File: src/rtl/wb_pkg.sv
// Shared types and constants for the write buffer.
//   wb_state_t       : controller states (IDLE, DRAIN, READ)
//   wb_entry_t       : one buffered store {addr, data} at the default widths
//   WB_DEPTH_DEFAULT : default number of store entries
package wb_pkg;

    localparam int unsigned WB_DEPTH_DEFAULT = 4;
    localparam int unsigned WB_ADDR_W        = 32;
    localparam int unsigned WB_DATA_W        = 32;

    typedef enum logic [1:0] {
        IDLE  = 2'd0,
        DRAIN = 2'd1,
        READ  = 2'd2
    } wb_state_t;

    typedef struct packed {
        logic [WB_ADDR_W-1:0] addr;
        logic [WB_DATA_W-1:0] data;
    } wb_entry_t;

endpackage

File: src/rtl/wb_fifo.sv
// Circular store buffer for write_buffer.
//   clk, reset    : clock, asynchronous active-high reset (pointers/count only)
//   push, push_data : enqueue one entry (ignored when full)
//   pop           : dequeue the head entry (ignored when empty)
//   head          : oldest entry
//   count, full, empty : occupancy
//   entries_flat, valid_mask : age-ordered view (index 0 = oldest), only
//                   present when WB_READ_BYPASS_EN is defined
module wb_fifo
    import wb_pkg::*;
#(
    parameter int unsigned DEPTH = WB_DEPTH_DEFAULT,
    parameter int unsigned W     = 64
) (
    input  logic                   clk,
    input  logic                   reset,
    input  logic                   push,
    input  logic [W-1:0]           push_data,
    input  logic                   pop,
    output logic [W-1:0]           head,
    output logic [$clog2(DEPTH):0] count,
    output logic                   full,
    output logic                   empty
`ifdef WB_READ_BYPASS_EN
    ,
    output logic [DEPTH*W-1:0]     entries_flat,
    output logic [DEPTH-1:0]       valid_mask
`endif
);

    localparam int unsigned PW = $clog2(DEPTH);
    localparam int unsigned CW = PW + 1;

    logic [W-1:0]  mem_q [DEPTH];
    logic [PW-1:0] wr_ptr_q, wr_ptr_d;
    logic [PW-1:0] rd_ptr_q, rd_ptr_d;
    logic [CW-1:0] count_q, count_d;
    logic          push_en, pop_en;

    assign full    = (count_q == CW'(DEPTH));
    assign empty   = (count_q == '0);
    assign count   = count_q;
    assign head    = mem_q[rd_ptr_q];
    assign push_en = push && !full;
    assign pop_en  = pop && !empty;

    // DEPTH is a power of two, so pointer overflow is the modulo wrap.
    always_comb begin
        wr_ptr_d = push_en ? wr_ptr_q + PW'(1) : wr_ptr_q;
        rd_ptr_d = pop_en  ? rd_ptr_q + PW'(1) : rd_ptr_q;
        count_d  = count_q;
        unique case ({push_en, pop_en})
            2'b10:   count_d = count_q + CW'(1);
            2'b01:   count_d = count_q - CW'(1);
            default: count_d = count_q;
        endcase
    end

    always_ff @(posedge clk or posedge reset) begin
        if (reset) begin
            wr_ptr_q <= '0;
            rd_ptr_q <= '0;
            count_q  <= '0;
        end else begin
            wr_ptr_q <= wr_ptr_d;
            rd_ptr_q <= rd_ptr_d;
            count_q  <= count_d;
        end
    end

    always_ff @(posedge clk) begin
        if (push_en) begin
            mem_q[wr_ptr_q] <= push_data;
        end
    end

`ifdef WB_READ_BYPASS_EN
    always_comb begin
        entries_flat = '0;
        valid_mask   = '0;
        for (int unsigned i = 0; i < DEPTH; i++) begin
            entries_flat[i*W +: W] = mem_q[PW'(rd_ptr_q + PW'(i))];
            valid_mask[i]          = (CW'(i) < count_q);
        end
    end
`endif

endmodule

File: src/rtl/write_buffer.sv
// Write buffer between the data cache memory port and main memory.
// Buffers write-through stores in a FIFO and drains them in order; services
// refill reads one word per beat. Build option WB_READ_BYPASS_EN gives reads
// priority over draining and forwards the youngest matching buffered store;
// without it a read waits until every buffered store has drained.
//   clk, reset        : clock, asynchronous active-high reset
//   c_read, c_write, c_addr, c_wdata : cache request
//   c_rdata, c_ready  : cache response (write accept / read data)
//   m_read, m_write, m_addr, m_wdata : registered memory request
//   m_rdata, m_ready  : memory response
//   wb_full, wb_empty : buffer occupancy flags
module write_buffer
    import wb_pkg::*;
#(
    parameter int unsigned DEPTH  = WB_DEPTH_DEFAULT,
    parameter int unsigned ADDR_W = 32,
    parameter int unsigned DATA_W = 32
) (
    input  logic              clk,
    input  logic              reset,
    input  logic              c_read,
    input  logic              c_write,
    input  logic [ADDR_W-1:0] c_addr,
    input  logic [DATA_W-1:0] c_wdata,
    output logic [DATA_W-1:0] c_rdata,
    output logic              c_ready,
    output logic              m_read,
    output logic              m_write,
    output logic [ADDR_W-1:0] m_addr,
    output logic [DATA_W-1:0] m_wdata,
    input  logic [DATA_W-1:0] m_rdata,
    input  logic              m_ready,
    output logic              wb_full,
    output logic              wb_empty
);

    localparam int unsigned EW = ADDR_W + DATA_W;
    localparam int unsigned CW = $clog2(DEPTH) + 1;

    wb_state_t         state_q, state_d;
    logic              m_read_q, m_read_d;
    logic              m_write_q, m_write_d;
    logic [ADDR_W-1:0] m_addr_q, m_addr_d;
    logic [DATA_W-1:0] m_wdata_q, m_wdata_d;

    logic [EW-1:0]     fifo_head;
    logic [CW-1:0]     fifo_count;
    logic              fifo_full, fifo_empty;
    logic              push, pop;
    logic              read_req, read_done, byp_ret;

`ifdef WB_READ_BYPASS_EN
    logic [DEPTH*EW-1:0] fifo_entries;
    logic [DEPTH-1:0]    fifo_valid;
    logic                byp_hit;
    logic [DATA_W-1:0]   byp_data;
`endif

    wb_fifo #(
        .DEPTH (DEPTH),
        .W     (EW)
    ) u_fifo (
        .clk          (clk),
        .reset        (reset),
        .push         (push),
        .push_data    ({c_addr, c_wdata}),
        .pop          (pop),
        .head         (fifo_head),
        .count        (fifo_count),
        .full         (fifo_full),
        .empty        (fifo_empty)
`ifdef WB_READ_BYPASS_EN
        ,
        .entries_flat (fifo_entries),
        .valid_mask   (fifo_valid)
`endif
    );

    // Full blocks the write outright, even if a drain frees a slot this cycle.
    assign push     = c_write && !fifo_full;
    // A simultaneous write wins; the read is held until the write is gone.
    assign read_req = c_read && !c_write;

    assign wb_full  = (fifo_count == CW'(DEPTH));
    assign wb_empty = (fifo_count == '0);

`ifdef WB_READ_BYPASS_EN
    // Scan oldest to youngest so the last match (youngest store) wins.
    always_comb begin
        byp_hit  = 1'b0;
        byp_data = '0;
        for (int unsigned i = 0; i < DEPTH; i++) begin
            if (fifo_valid[i] && (fifo_entries[i*EW+DATA_W +: ADDR_W] == c_addr)) begin
                byp_hit  = 1'b1;
                byp_data = fifo_entries[i*EW +: DATA_W];
            end
        end
    end
`endif

    always_comb begin
        state_d   = state_q;
        m_read_d  = m_read_q;
        m_write_d = m_write_q;
        m_addr_d  = m_addr_q;
        m_wdata_d = m_wdata_q;
        pop       = 1'b0;
        read_done = 1'b0;
        byp_ret   = 1'b0;
        unique case (state_q)
            IDLE: begin
`ifdef WB_READ_BYPASS_EN
                if (read_req && byp_hit) begin
                    byp_ret = 1'b1;
                end else if (read_req) begin
                    state_d  = READ;
                    m_read_d = 1'b1;
                    m_addr_d = c_addr;
                end else if (!fifo_empty) begin
                    state_d   = DRAIN;
                    m_write_d = 1'b1;
                    m_addr_d  = fifo_head[EW-1:DATA_W];
                    m_wdata_d = fifo_head[DATA_W-1:0];
                end
`else
                if (!fifo_empty) begin
                    state_d   = DRAIN;
                    m_write_d = 1'b1;
                    m_addr_d  = fifo_head[EW-1:DATA_W];
                    m_wdata_d = fifo_head[DATA_W-1:0];
                end else if (read_req) begin
                    state_d  = READ;
                    m_read_d = 1'b1;
                    m_addr_d = c_addr;
                end
`endif
            end
            DRAIN: begin
                if (m_ready) begin
                    pop       = 1'b1;
                    m_write_d = 1'b0;
                    state_d   = IDLE;
                end
            end
            READ: begin
                if (m_ready) begin
                    read_done = 1'b1;
                    m_read_d  = 1'b0;
                    state_d   = IDLE;
                end
            end
            default: begin
                state_d   = IDLE;
                m_read_d  = 1'b0;
                m_write_d = 1'b0;
            end
        endcase
    end

    always_comb begin
        c_ready = push || read_done;
        c_rdata = read_done ? m_rdata : '0;
`ifdef WB_READ_BYPASS_EN
        if (byp_ret) begin
            c_ready = 1'b1;
            c_rdata = byp_data;
        end
`endif
    end

    always_ff @(posedge clk or posedge reset) begin
        if (reset) begin
            state_q   <= IDLE;
            m_read_q  <= 1'b0;
            m_write_q <= 1'b0;
            m_addr_q  <= '0;
            m_wdata_q <= '0;
        end else begin
            state_q   <= state_d;
            m_read_q  <= m_read_d;
            m_write_q <= m_write_d;
            m_addr_q  <= m_addr_d;
            m_wdata_q <= m_wdata_d;
        end
    end

    assign m_read  = m_read_q;
    assign m_write = m_write_q;
    assign m_addr  = m_addr_q;
    assign m_wdata = m_wdata_q;

endmodule

File: config.mk
export PLATFORM = sky130hd
export DESIGN_NAME = write_buffer
export DESIGN_NICKNAME = d
export VERILOG_FILES = /design/src/rtl/wb_pkg.sv /design/src/rtl/wb_fifo.sv /design/src/rtl/write_buffer.sv
export SDC_FILE = /design/constraint.sdc
export NUM_CORES = 1
export LEC_CHECK = 0
export CAP_MARGIN = 10
export CORE_ASPECT_RATIO = 0.7
export CORE_MARGIN = 10
export CORE_UTILIZATION = 45
export DETAILED_ROUTE_END_ITERATION = 10
export PLACE_DENSITY = 0.65
export SLEW_MARGIN = 20
export SYNTH_ARGS = -nofsm -noshare
export SYNTH_HDL_FRONTEND = slang
export SYNTH_HIERARCHICAL = 1
export SYNTH_SLANG_ARGS = --single-unit
File: constraint.sdc
create_clock -name clk -period 3.85 [get_ports clk]
set_input_delay 0.385 -clock clk [delete_from_list [all_inputs] [get_ports clk]]
set_output_delay 0.385 -clock clk [all_outputs]
set_load 0.03 [all_outputs]
**Word level (Yosys, flattened, before mapping)**

Memories as Yosys holds them, arrays and structs flattened.
Cells that the tools add are included.
Widths: inputs -> output; s select.

- Mux-type cells: 19
- Bitwise operators: 3
- Reduce and logical (&&, ||, !) cells: 17
- $add $sub $neg: 4
- Eq/ne operators: 13

Operators with widths:

| kind | number |
|---|---|
| $mux 32 | 3 |
| $ne 2x2->1 const B | 5 |
| $mux 1 | 9 |
| $mux 2 | 3 |
| $pmux 1 s3 | 2 |
| $pmux 3 s2 | 1 |
| $reduce_and 2->1 | 3 |
| $add 2x1->2 const B | 2 |
| $eq 2x1->1 const B | 2 |
| $eq 2x2->1 const B | 2 |
| $logic_and 1x1->1 | 4 |
| $ne 2x1->1 const B | 2 |
| $pmux 2 s2 | 1 |
| $reduce_and 4->1 | 1 |
| $add 3x1->3 const B | 1 |
| $eq 3x3->1 const B | 1 |
| $logic_not 1->1 | 3 |
| $logic_not 3->1 | 1 |
| $ne 3x3->1 const B | 1 |
| $not 1->1 | 3 |
| $reduce_and 3->1 | 1 |
| $sub 3x1->3 const B | 1 |
| $logic_not 2->1 | 1 |
| $reduce_bool 2->1 | 1 |
| 2 further kinds | 2 |

- Register bits after elaboration: 75
- Output and inout bits: 101
- Memories: 1
- Logic and storage cells: 65
- RAM bits: 256
- Input port bits: 101

Memories:

| memory | words | width | rd ports | clocked after Yosys merged registers in | wr ports | line | RTL |
|---|---|---|---|---|---|---|---|
| u_fifo.mem_q | 4 | 64 | 1 | 0 | 1 | wb_fifo.sv:34 | `logic [W-1:0] mem_q [DEPTH];` |

**Longest topological paths before layout**

- Depth in word-level cells: 6
- Depth in mapped cells: 10
- Depth with buffers taken out: 10

**Cells and area by module**

The synthesis kept the hierarchy.

Modules (own cells, without submodules):

| module | times used | cells each | area each (µm²) |
|---|---|---|---|
| wb_fifo | 1 | 372 | 9659.3 |
| write_buffer | 1 | 240 | 3589.7 |

**Worst setup path after synthesis**

No wires, ideal clock.

- Path type: reg-to-reg
- Start point: reg u_fifo.count_q[2] (netlist: u_fifo/count[2])
- End point: mem u_fifo.mem_q[0][0] (enable)
- Cell stages (with the launch flop): 5
- Path slack: 0.910 ns
- Data required time: 3.421 ns
- Arrival: 2.512 ns
- Path through: dfrtp_1 nor3b_2 nor2b_1 nor2b_2 and2_1

- Word-level cells in the longest chain between the ends: 6

RTL lines:

| item | line | RTL |
|---|---|---|
| start, declared | wb_fifo.sv:37 | `logic [CW-1:0] count_q, count_d;` |
| start signal, assigned | wb_fifo.sv:67 | `count_q <= count_d;` |
| $eq 3x3->1 | wb_fifo.sv:40 | `assign full = (count_q == CW'(DEPTH));` |
| net fifo_full | write_buffer.sv:48 | `logic fifo_full, fifo_empty;` |
| $logic_not 1->1 | write_buffer.sv:80 | `assign push = c_write && !fifo_full;` |
| $logic_and 1x1->1 | write_buffer.sv:80 |  |
| net push | write_buffer.sv:49 | `logic push, pop;` |
| $logic_and 1x1->1 | wb_fifo.sv:44 | `assign push_en = push && !full;` |
| $mux 1 | wb_fifo.sv:72 | `if (push_en) begin` |
| $mux 1 (implied by the code) | wb_fifo.sv:73 | `mem_q[wr_ptr_q] <= push_data;` |
| end, declared | wb_fifo.sv:34 |  |

The timed path passes the listed nets, and every way through them passes these cells.

**Final worst setup path**

- Start point: reg state_q[0]
- End point: out c_rdata[17]

- Word-level cells in the longest chain between the ends: 3

RTL lines:

| item | line | RTL |
|---|---|---|
| start, declared | write_buffer.sv:40 | `wb_state_t state_q, state_d;` |
| start signal, assigned | write_buffer.sv:179 | `state_q <= state_d;` |
| $eq 2x2->1 | write_buffer.sv:110 | `unique case (state_q)` |
| $mux 1 | write_buffer.sv:110 |  |
| $mux 32 | write_buffer.sv:162 | `c_rdata = read_done ? m_rdata : '0;` |
| end, declared | write_buffer.sv:25 | `output logic [DATA_W-1:0] c_rdata,` |

Every way passes these cells.

==> results by group <==
Run status
  – Status: finished clean

Setup path
  – CP Data Required Time: 3.46 ns
  – Crit path arrival time: 2.88 ns
  – Worst reg2reg path depth: 4
  – Worst setup SP type: register
  – WS Path Type: register to primary output
  – Max FO, Critical Path: 36
  – Worst setup EP type: primary output

Timing
  – Clock skew: about 0.02 ns
  – Setup TNS: 0 ns
  – Max-slew headroom: 30.8%
  – Pins Over Slew Limit: 0
  – Final Setup Violations: 0
  – Setup ws final: 0.589 ns
  – RSZ-0062 raised after global routing: false
  – Worst-Margin Slew: roughly 1.0 ns
  – Fin crit share: 84.7%
  – Final hold violation count: 0
  – Tmin final: approximately 3.3 ns
  – Max Clk Rate: 307 MHz

Global routing
  – Largest net degree at the start of global routing: 66
  – Initial antenna violation count: 1
  – Total gr overflow: 0
  – Global-route wire length before repair: 43800 microns
  – Vias in the first global route: 7151
  – GRT Total Usage: approximately 15%

Floorplan
  – Die ar.: roughly 37000 sq um
  – Core Region: roughly 29000 sq um
  – Die Span Y: 164 microns
  – Initial Util: 45.8%
  – Num ports: 202
  – Chip width: 225 microns
  – # rows: 52

Yosys
  – Synth warnings: 6
  – Cell count after synthesis: around 600
  – Post-synthesis sequential area ratio: 72.2%
  – Area of the mapped netlist: 13200 sq um
  – Main synth FF type: edfxtp_1
  – Mean Syn Cell Area: 21.6 sq um
  – Post-synth ARST share: 22.7%
  – Post-synth EDFFs: ~260
  – Synth cell types: 38
  – Seq cells post-synth: 331
  – Synthesized Nets: 722

Clock network
  – CTS tree: built
  – Clk Latency, worst-skew pair: about 0.54 ns
  – Clock sink total: 331
  – Post_cts resized: 0
  – H-tree Lvls: 1
  – Cts bufs inserted: 31
  – Clock Path Buffers: 3
  – Setup bufs post-CTS: 0
  – Clock Tree Root: clkbuf_16
  – CTS Hold Bufs: 0
  – Clk slew on worst S/H paths: 0.07 ns

Finish
  – Area Overhead vs Synth: 24.6%
  – Final net count: 933
  – # fillers: between 2000 and 2500
  – Layout cells sized above 1: 24.8%
  – Multi-input logic area: 3370 sq um
  – Register cell area after layout: 9570 sq um
  – Commonest non-fill, non-tap cell in the layout: edfxtp_1
  – Post-Route Utilization: 57.0%
  – Most frequent cells in the layout: edfxtp_1, clkdlybuf4s50_1, dfrtp_1, mux4_2, mux2_4

Routing
  – Routed WL: 28300 microns
  – Initial drt markers: 339
  – Drt via density: roughly 5.3
  – Vias: 6481
  – Total iterations of the first detailed-routing run: 4
  – Detail Route Antenna Nets: 0
  – Post-detailed-route wirelength per cell: 23.1 microns
  – DRC: 0

Power and ir drop
  – VDD IR max: 0.401 mV
  – Tot Pwr: 13.5 mW
  – Pwr/cell area: 820 nW/um^2
  – Leakage: 5.92 nW

Placed design
  – GP Congestion: 0.745
  – Pre-CTS WS: 1.08 ns
  – # port buffers: 201
  – Post-DP HPWL: approximately 18000 microns

Job
  – Max Cap Viol: 0

Hold path
  – Hold WC Path Type: input pin to async pin
-- sequential cells by signal, indices dropped and copies added (netlist names) --
name and count:
m_addr 32, m_read 1, m_wdata 32, m_write 1, state_q 2, u_fifo/count 3, u_fifo/mem_q 256, u_fifo/rd_ptr_q 2
u_fifo/wr_ptr_q 2
-- logic make-up (layout without fill, tap and decap cells) --
family,Yosys count,count (layout),share of synthesized area (%)
AOI/OAI and AO/OA,10,10,0.671
xor gates and xnor gates,6,6,0.397
adders and majority gates,9,9,0.907
buffers and inverters,42,277,2.49
DFF,331,331,72.2
muxes,162,162,20.8
other,0,1,0
and+or+nand+nor,52,52,2.56
-- area by class of cell --
type | count | share of cell area, %
flip-flops and latches | 331 | 58.0
multi-input cells | 239 | 20.4
repair buffers | 209 | 12.6
clock buffers | 51 | 5.64
well taps | 378 | 2.86
inverters | 11 | 0.258
clock inverters | 6 | 0.205
diodes | 1 | 0.0152
-- layer usage --
metal,vias to the layer above,GRT usage [%],wire length (microns)
li1,2866,-,-
met1,3432,21.2,12900
met2,147,24.7,13600
met3,36,3.05,1310
met4,0,3.20,483
met5,-,0,0
-- through the flow --
| stage | hold slack, ns | instance area (sq um) | cells |
|---|---|---|---|
| after global routing | 0.146 | 16500 | 1226 |
| after CTS | 0.127 | 16500 | 1225 |
| after floorplan | 0.188 | 13200 | 612 |
| after global placement | 0.473 | 15500 | 1168 |
| final | 0.135 | 16500 | 1226 |
| after detailed placement | 0.474 | 15500 | 1168 |
-- report_power, final --
group | total [mW] | switching (mW) | internal, mW
Clock | 2.86 | 1.22 | 1.64
Sequential | 5.48 | 0.562 | 4.92
Combinational | 5.20 | 2.47 | 2.72
Total | 13.5 | 4.26 | 9.28
-- Yosys cell counts (2+ instances only) --
master,number,area (sq um)
edfxtp_1,256,7690
dfrtp_1,75,1880
mux4_2,64,1440
mux2_4,56,841
and3_1,32,200
mux2_2,25,282
mux2_1,16,180
inv_1,11,41.3
buf_6,10,113
ha_1,8,100
buf_2,7,35.0
clkbuf_1,7,26.3
and2_1,5,31.3
buf_12,5,100
nor2b_1,5,31.3
xnor2_1,3,26.3
xor2_1,3,26.3
buf_4,2,15.0
nor3_1,2,10.0
o31a_1,2,17.5
-- worst paths after layout --
kind	slack, ns	end	from
setup / recovery	0.59	c_rdata[17]	state_q[0]
hold / removal	0.13	u_fifo/rd_ptr_q[0]	reset
setup reg to reg	1.34	u_fifo/mem_q[3][1]	u_fifo/count[2]
hold reg to reg	0.49	m_wdata[28]	m_wdata[28]
max in group asynchronous	2.61	m_wdata[9]	reset
min in group clk	0.48	u_fifo/mem_q[3][20]	c_wdata[20]
-- worst max-delay path: stages, from the launching register on --
cell,delay (ns)
dfrtp_1,0.42
inv_1,0.10
ha_1,0.81
and3_1,0.28
clkdlybuf4s50_1,0.72
Note: power is estimated with default switching activity, not from simulation.
